$ cat src/rtl/bcd_xs3_pkg.sv
// Shared types and constants for the BCD -> excess-3 word sequencer.
package bcd_xs3_pkg;

    typedef enum logic [1:0] {
        IDLE = 2'd0,
        CONV = 2'd1,
        DONE = 2'd2
    } state_t;

    localparam logic [3:0] XS3_OFFSET = 4'd3;
    localparam logic [3:0] BCD_MAX    = 4'd9;

endpackage

$ cat src/rtl/xs3_digit_conv.sv
// Single-digit BCD -> excess-3 converter (combinational).
// Non-BCD digits (>9) produce 4'h0 and raise invalid.
module xs3_digit_conv
    import bcd_xs3_pkg::*;
(
    input  logic [3:0] d,
    output logic [3:0] xs3,
    output logic       invalid
);

    // Add the excess-3 offset, or zero the nibble for an illegal digit
    always_comb begin
        invalid = (d > BCD_MAX);
        xs3     = invalid ? 4'h0 : (d + XS3_OFFSET);
    end

endmodule

$ cat src/rtl/bcd_xs3_word_seq.sv
// Word sequencer: accepts a packed BCD word, converts one digit per clock
// (least-significant first) through one shared converter, and returns the
// excess-3 word plus a sticky non-BCD flag over a valid/ready handshake.
module bcd_xs3_word_seq
    import bcd_xs3_pkg::*;
#(
    parameter int unsigned DIGITS = 4
) (
    input  logic                clk,
    input  logic                rst,
    input  logic                in_valid,
    output logic                in_ready,
    input  logic [4*DIGITS-1:0] in_bcd,
    output logic                out_valid,
    input  logic                out_ready,
    output logic [4*DIGITS-1:0] out_xs3,
    output logic                out_err,
    output logic                busy
);

    localparam int unsigned     IW       = (DIGITS > 1) ? $clog2(DIGITS) : 1;
    localparam int unsigned     W        = 4 * DIGITS;
    localparam logic [IW-1:0]   LAST_IDX = IW'(DIGITS - 1);

    state_t          r_state;
    state_t          w_next_state;
    logic [IW-1:0]   r_idx;
    logic [W-1:0]    r_shift;
    logic [W-1:0]    r_xs3;
    logic            r_err;
    logic            r_out_valid;

    logic            w_in_ready;
    logic            w_busy;
    logic            w_accept;
    logic            w_release;
    logic            w_last;
    logic [3:0]      w_dig_xs3;
    logic            w_dig_err;

    // The current digit is always the low nibble of the shift register
    xs3_digit_conv u_conv (
        .d       (r_shift[3:0]),
        .xs3     (w_dig_xs3),
        .invalid (w_dig_err)
    );

    // State register
    always_ff @(posedge clk) begin
        if (rst) begin
            r_state <= IDLE;
        end else begin
            r_state <= w_next_state;
        end
    end

    // Next-state logic
    always_comb begin
        w_next_state = r_state;
        case (r_state)
            IDLE:    if (w_accept)  w_next_state = CONV;
            CONV:    if (w_last)    w_next_state = DONE;
            DONE:    if (w_release) w_next_state = IDLE;
            default:                w_next_state = IDLE;
        endcase
    end

    // Handshake and status decode, from registered state only
    always_comb begin
        w_in_ready = (r_state == IDLE);
        w_busy     = (r_state != IDLE);
        w_last     = (r_idx == LAST_IDX);
        w_accept   = in_valid && w_in_ready;
        w_release  = (r_state == DONE) && r_out_valid && out_ready;
    end

    // Datapath: capture, per-digit conversion, result hold
    always_ff @(posedge clk) begin
        if (rst) begin
            r_idx       <= '0;
            r_shift     <= '0;
            r_xs3       <= '0;
            r_err       <= 1'b0;
            r_out_valid <= 1'b0;
        end else begin
            case (r_state)
                IDLE: begin
                    if (w_accept) begin
                        r_shift <= in_bcd;
                        r_xs3   <= '0;
                        r_err   <= 1'b0;
                        r_idx   <= '0;
                    end
                end
                CONV: begin
                    r_xs3[{r_idx, 2'b00} +: 4] <= w_dig_xs3;
                    if (w_dig_err) begin
                        r_err <= 1'b1;
                    end
                    r_shift <= r_shift >> 4;
                    if (w_last) begin
                        r_out_valid <= 1'b1;
                    end else begin
                        r_idx <= r_idx + 1'b1;
                    end
                end
                DONE: begin
                    if (w_release) begin
                        r_out_valid <= 1'b0;
                    end
                end
                default: begin
                    r_out_valid <= 1'b0;
                end
            endcase
        end
    end

    assign in_ready  = w_in_ready;
    assign busy      = w_busy;
    assign out_valid = r_out_valid;
    assign out_xs3   = r_xs3;
    assign out_err   = r_err;

endmodule
$ cat config.mk
export PLATFORM = sky130hd
export DESIGN_NAME = bcd_xs3_word_seq
export DESIGN_NICKNAME = d
export VERILOG_FILES = /design/src/rtl/bcd_xs3_pkg.sv /design/src/rtl/xs3_digit_conv.sv /design/src/rtl/bcd_xs3_word_seq.sv
export SDC_FILE = /design/constraint.sdc
export NUM_CORES = 1
export LEC_CHECK = 0
export CAP_MARGIN = 25
export CELL_PAD_IN_SITES_DETAIL_PLACEMENT = 1
export CELL_PAD_IN_SITES_GLOBAL_PLACEMENT = 2
export CORE_MARGIN = 5
export CORE_UTILIZATION = 30
export DETAILED_ROUTE_END_ITERATION = 16
export GPL_TIMING_DRIVEN = 1
export HOLD_SLACK_MARGIN = 0.12
export MAX_ROUTING_LAYER = met4
export PLACE_DENSITY = 0.9
export SYNTH_ARGS = -nofsm -noshare
export SYNTH_HDL_FRONTEND = slang
export SYNTH_SLANG_ARGS = --single-unit
$ cat constraint.sdc
create_clock -name clk -period 2.3 [get_ports clk]
set_clock_uncertainty 0.15 [all_clocks]
set_input_delay 0.69 -clock clk [delete_from_list [all_inputs] [get_ports clk]]
set_output_delay 0.69 -clock clk [all_outputs]
set_load 0.1 [all_outputs]
==> metrics.md, run 1 <==
| Metric | Value |
|---|---|
| Status | `finished, final reports clean` |
| Crit path capture type | `primary output` |
| Setup violators final | `0` |
| Hold Path End | `r_shift[9]` |
| Largest family of logic cells by synthesized area | `compound AO/OA/AOI/OAI gates` |
| Clk root buf | `clkbuf_8` |
| Yosys warns | `0` |
| Cells after Synth | `195` |
| CTS tree | `done` |
| DPL Wire Length | `3.53 mm` |
| Main synth FF type | `dfxtp_1` |
| Fraction of final layout cells sized beyond drive strength 1 | `15.8%` |
| RePlAce Congestion | `0.797` |
| Via/cell ratio | `5.02` |
| Peak VDD IR | `215 uV` |
| Compound-Gate Fraction of Synth Area | `21.8%` |
| Simple-gate share of the synthesized area | `18.4%` |
| Critical path's largest stage delay | `0.64 ns` |
| Worst-Margin Slew | `0.514 ns` |
| Row count | `28` |
| Core area | `5890 um2` |
| Post-synthesis mux area share | `6.68%` |
| Max Fclk | `461 MHz` |
| Postcts setup bufs | `0` |
| 1st-pass router iterations | `4` |
| Largest net degree at the start of global routing | `30` |
| Global-route wire length before repair | `7.59 mm` |
| Die W | `87.4 um` |
| PnR worst setup slack | `0.131 ns` |
| Reg-to-reg slack, setup | `0.46 ns` |
| Cell chain of the critical path | `nor2_4 -> inv_1 -> buf_12` |
| Clock sinks | `38` |
| EDFF count, synth | `0` |
| Worst Path Buf+Inv | `2` |
| Max-Cap Viols | `0` |
| XOR/XNOR Fraction of Synth Area | `0%` |
| Unrepaired setup endpoints after global routing | `false` |
| Synth-to-layout area growth | `40.9%` |
| Register area share after synthesis | `42.3%` |
| DRC viols | `0` |
| WL/cell | `14.8 um` |
| Power per cell area | `589 nW/um2` |
| Reg-to-reg critical path startpoint | `r_idx[0]` |
| Remaining global-route overflow | `0` |
| Initial antenna violation count | `0` |
| Vias | `1550` |
| Starting Density | `30.5%` |
| Crit Reg-Reg Endpoint | `out_xs3[15]` |
| Minimum clock period | `2.17 ns` |
| Min-Delay Path Depth | `2` |
| Origin of the worst setup path | `r_state[0]` |
| Synthesized area per cell | `9.22 um2` |
| Total CTS buffers | `5` |
| I/O pin count | `40` |
| HP Class | `register to register` |
| Slew headroom | `65.7%` |
| Distinct cell type count after synthesis | `35` |
| CTS H-tree lvls | `2` |
| Data required, critical path | `1.46 ns` |
| Post-Syn Area | `1800 um2` |
| Final WL | `4.56 mm` |
| Top delay family on crit path | `flip-flops` |
| CTS hold repair buffers | `0` |
| Cell depth of the worst flop-to-flop path | `5` |
| DRT iter0 DRCs | `82` |
| Vias in the first global route | `1563` |
| Clock Tree Buf Depth | `2` |
| Startpoint Class | `register` |
| Hold_sp | `r_shift[9]` |
| Pwr Total | `0.00149 W` |
| Die area | `7640 um2` |
| Number of nets in the layout | `261` |
| Clock transition at path regs | `0.07 ns` |
| Leak | `1.03 nW` |
| Slew Viols, Final | `0` |
| WP data arrival | `1.33 ns` |
| CP max stage cell | `dfxtp_1` |
| Clk_lat worst skew | `0.28 ns` |
| Syn_nets | `221` |
| Die H | `87.4 um` |
| Critical setup path kind | `register to primary output` |
| Post-CTS sizing | `0` |
| Final ANT Viol Nets | `0` |
| I/O Buffers | `39` |
| Worst slack, placed | `0.0497 ns` |
| Period utilisation layout | `94.3%` |
| Post-synth ARST share | `0%` |
| Final Hold Vio Count | `0` |
| Crit Path Max Fanout | `11` |
| Post-synthesis adder-cell area fraction | `4.18%` |
| GRT Util Overall | `13.1%` |
| Seq cells post-synth | `38` |
| Antenna Cells | `0` |
| Total negative slack | `0 ns` |
==> cells in the final DEF (no fill, tap or decap), drive strengths merged, types with 2 or more instances in the layout <==
cell / synthesis / layout
a211oi: 13 / 13
and3: 2 / 2
clkdlybuf4s50: 0 / 19
dfxtp: 38 / 38
a2bb2oi: 4 / 4
a22oi: 6 / 6
nor2b: 4 / 4
nand2b: 6 / 6
buf: 8 / 25
nand3: 2 / 2
mux2i: 12 / 12
inv: 8 / 8
a22o: 10 / 10
nor2: 39 / 39
o2bb2ai: 3 / 3
ha: 6 / 6
a21oi: 12 / 12
clkbuf: 3 / 6
nand2: 9 / 9
==> state kept, by name, summed over array words and instances, names as in the netlist <==
name and count:
r_idx 2, r_shift 16, out_xs3 16, r_state 2, out_valid 1, out_err 1
==> stage by stage <==
step                util (%)  instances  hold WS, ns  area [um2]
detailed placement      41.6        303        0.347        2450
finish                  43.0        309        0.359        2530
global route            43.0        309        0.373        2530
global placement        41.6        303        0.340        2450
floorplan                  -        195        0.303        1810
CTS                     43.0        309        0.361        2530
==> how the worst max path moves through the flow <==
stage                        to  slack (ns)  depth (start not counted)
floorplan                  busy       -0.25                          4
global placement       r_idx[0]        0.12                          5
detailed placement  out_xs3[13]        0.05                          5
CTS                        busy        0.12                          3
global route               busy        0.05                          3
finish                     busy        0.13                          3
==> power breakdown <==
| part | leakage [nW] | switching [W] | total, W | internal (W) |
|---|---|---|---|---|
| Combinational | 0.680 | 0.000188 | 0.000329 | 0.000141 |
| Clock | 0.0431 | 0.000210 | 0.000441 | 0.000231 |
| Sequential | 0.310 | 0.0000326 | 0.000723 | 0.000690 |
==> routing by layer <==
| layer | vias to the layer above | GRT usage (%) | wire length (um) |
|---|---|---|---|
| met4 | 0 | 5.02 | 55 |
| met3 | 6 | 3.03 | 169 |
| met2 | 38 | 21.9 | 2300 |
| met5 | - | - | 0 |
| met1 | 732 | 15.0 | 2030 |
| li1 | 774 | - | - |
==> cells in the mapped netlist, drive strengths merged, types with 3 or more instances <==
| master | instances | area, um2 |
|---|---|---|
| a22o | 10 | 87.6 |
| dfxtp | 38 | 761 |
| nand2 | 9 | 33.8 |
| buf | 8 | 77.6 |
| a21oi | 12 | 60.1 |
| nand2b | 6 | 45.0 |
| a22oi | 6 | 45.0 |
| nor2b | 4 | 25.0 |
| nor2 | 39 | 156 |
| a2bb2oi | 4 | 35.0 |
| inv | 8 | 30.0 |
| a211oi | 13 | 97.6 |
| ha | 6 | 75.1 |
| o2bb2ai | 3 | 26.3 |
| mux2i | 12 | 120 |
| clkbuf | 3 | 11.3 |
==> area by class of cell <==
| cell class | count | area, um2 |
|---|---|---|
| clock buffer | 6 | 82.6 |
| multi-input combinational | 138 | 926 |
| fill | 656 | 3350 |
| inverter | 8 | 30.0 |
| sequential | 38 | 761 |
| timing repair buffer | 44 | 641 |
| tap | 75 | 93.8 |
==> kinds of logic after synthesis <==
kind of cell,count (synthesis)
flops,38
buf+inv,19
simple gates,67
mux,12
compound gates,53
fa+ha+maj,6
==> tightest hold or removal path, stage by stage, from the launching register on <==
cell      delay, ns
dfxtp_1        0.31
nor2_1         0.10
a211oi_1       0.05
Power figures use the tool's default switching activity.
==> run 2, diff against run 1 <==
--- a/config.mk
+++ b/config.mk
@@ -5,16 +5,18 @@
 export SDC_FILE = /design/constraint.sdc
 export NUM_CORES = 1
 export LEC_CHECK = 0
+export ABC_CLOCK_PERIOD_IN_PS = 2300
 export CAP_MARGIN = 25
 export CELL_PAD_IN_SITES_DETAIL_PLACEMENT = 1
 export CELL_PAD_IN_SITES_GLOBAL_PLACEMENT = 2
 export CORE_MARGIN = 5
-export CORE_UTILIZATION = 30
+export CORE_UTILIZATION = 37
 export DETAILED_ROUTE_END_ITERATION = 16
+export DONT_BUFFER_PORTS = 1
 export GPL_TIMING_DRIVEN = 1
 export HOLD_SLACK_MARGIN = 0.12
 export MAX_ROUTING_LAYER = met4
-export PLACE_DENSITY = 0.9
+export PLACE_DENSITY = 0.88
 export SYNTH_ARGS = -nofsm -noshare
 export SYNTH_HDL_FRONTEND = slang
 export SYNTH_SLANG_ARGS = --single-unit
==> run 2 against run 1 <==
Against the previous run:
- critical path depth did not move
- power fell by 3.2%
- fmax up 5.4%
- largest power group unchanged
- non-clock buffer count shrank 21
- sequential power is 1% lower
- via count is 2.4% lower
- global-route usage rose by 2.8 points
- final area down 19%
- clock power rose by 5.4%
- routed wire length fell by 1.6%
- final cell count fell by 8.7%
- worst setup slack gained 0.11 ns
==> metrics.md, run 2 (synthesized netlist as in run 1, its figures left out) <==
| Metric | Value |
|---|---|
| Power per cell area | `699 nW/um2` |
| CTS tree | `done` |
| Unrepaired setup endpoints after global routing | `false` |
| Critical path's largest stage delay | `0.53 ns` |
| 1st-pass router iterations | `4` |
| CP max stage cell | `dfxtp_1` |
| WP data arrival | `1.22 ns` |
| Remaining global-route overflow | `0` |
| Number of nets in the layout | `240` |
| Via/cell ratio | `5.37` |
| Crit Path Max Fanout | `9` |
| Cell chain of the critical path | `nor2_4 -> inv_1 -> buf_4` |
| Startpoint Class | `register` |
| Max-Cap Viols | `0` |
| Commonest non-fill, non-tap cell in the layout | `dfxtp_1` |
| Postcts setup bufs | `0` |
| Clk_lat worst skew | `0.28 ns` |
| Worst path depth | `3` |
| Clk root buf | `clkbuf_8` |
| CTS hold repair buffers | `0` |
| Vias | `1513` |
| Placed Instances | `274` |
| Antenna Cells | `0` |
| WL/cell | `15.9 um` |
| Post-CTS sizing | `0` |
| Hold_ws | `0.320 ns` |
| Slew headroom | `72.6%` |
| Starting Density | `38.1%` |
| Min-Delay Path Depth | `2` |
| Final Hold Vio Count | `0` |
| Final WL | `4.49 mm` |
| Slew Viols, Final | `0` |
| Core area | `4720 um2` |
| Setup violators final | `0` |
| Final non-filler cell total | `282` |
| Worst Path Buf+Inv | `2` |
| Worst-Margin Slew | `0.411 ns` |
| GRT Util Overall | `15.9%` |
| Largest net degree at the start of global routing | `32` |
| Data required, critical path | `1.46 ns` |
| Die H | `79.7 um` |
| Status | `finished, final reports clean` |
| Most frequent cells in the layout | `dfxtp_1 (38), nor2_1 (36), buf_4 (23)` |
| Max Fclk | `486 MHz` |
| DRC viols | `0` |
| CTS H-tree lvls | `2` |
| Top delay family on crit path | `flip-flops` |
| DPL Wire Length | `3.45 mm` |
| Vias in the first global route | `1589` |
| Pwr Total | `0.00144 W` |
| Die area | `6350 um2` |
| Total negative slack | `0 ns` |
| Total CTS buffers | `5` |
| Row count | `25` |
| I/O pin count | `40` |
| Clock transition at path regs | `0.07 ns` |
| Leak | `0.892 nW` |
| Peak VDD IR | `337 uV` |
| Crit path capture type | `primary output` |
| Clock Tree Buf Depth | `2` |
| Die W | `79.7 um` |
| DRT iter0 DRCs | `64` |
| Initial antenna violation count | `0` |
| Minimum clock period | `2.06 ns` |
| Period utilisation layout | `89.5%` |
| HP Class | `register to register` |
| Final ANT Viol Nets | `0` |
| I/O Buffers | `0` |
| Global-route wire length before repair | `7.73 mm` |
| Synth-to-layout area growth | `14.8%` |
| RePlAce Congestion | `0.755` |
| Clock sinks | `38` |
| Cell depth of the worst flop-to-flop path | `5` |
| Critical setup path kind | `register to primary output` |
| Fraction of final layout cells sized beyond drive strength 1 | `16.7%` |
[run 2: cell count changes in the layout (fill, tap and decap cells not counted), sizes merged]
| cell | previous run | this run |
|---|---|---|
| buf | 25 | 23 |
| clkbuf | 6 | 7 |
| clkdlybuf4s50 | 19 | 0 |
| clkinv | 0 | 1 |
[run 2: worst paths after layout]
path | end | from | slack (ns)
worst max register to register | out_xs3[15] | r_idx[0] | 0.44
worst min register to register | out_xs3[14] | out_xs3[14] | 0.32
worst max-delay path | busy | r_state[1] | 0.24
worst min-delay path | out_xs3[14] | out_xs3[14] | 0.32
[run 2: where the power goes]
part           internal, W  total (W)  switching [W]
logic            0.0000885   0.000263       0.000175
clock network     0.000242   0.000465       0.000223
registers         0.000690   0.000716      0.0000256
total              0.00102    0.00144       0.000424
[run 2: final cells by class]
class	instances	area, um2
clock buffer	7	86.3
clock inverter	1	5.00
fill	551	2660
inverter	8	30.0
multi-input combinational	138	926
sequential	38	761
tap	67	83.8
timing repair buffer	23	173
[run 2: routing by layer]
metal,global-route usage [%],routed length (um),up-vias
met5,-,0,-
met4,5.15,58,0
met3,5.08,200,6
met2,26.5,2260,35
met1,18.1,1970,744
li1,-,-,728
[run 2: worst reg2reg max path, cell delays in order (launching register included)]
cell and delay (ns):
dfxtp_1 0.47, inv_1 0.12, ha_1 0.42, nor4_4 0.37
a22oi_1 0.14, nor2_1 0.13
[run 2: metrics by stage]
step           cell area (um2)  worst slack [ns]  util [%]
2_1_floorplan             1810            -0.248         -
3_3_place_gp              1970             0.576      41.8
3_5_place_dp              1970             0.468      41.8
4_1_cts                   2060             0.226      43.7
5_1_grt                   2060             0.161      43.7
6_report                  2060             0.241      43.7
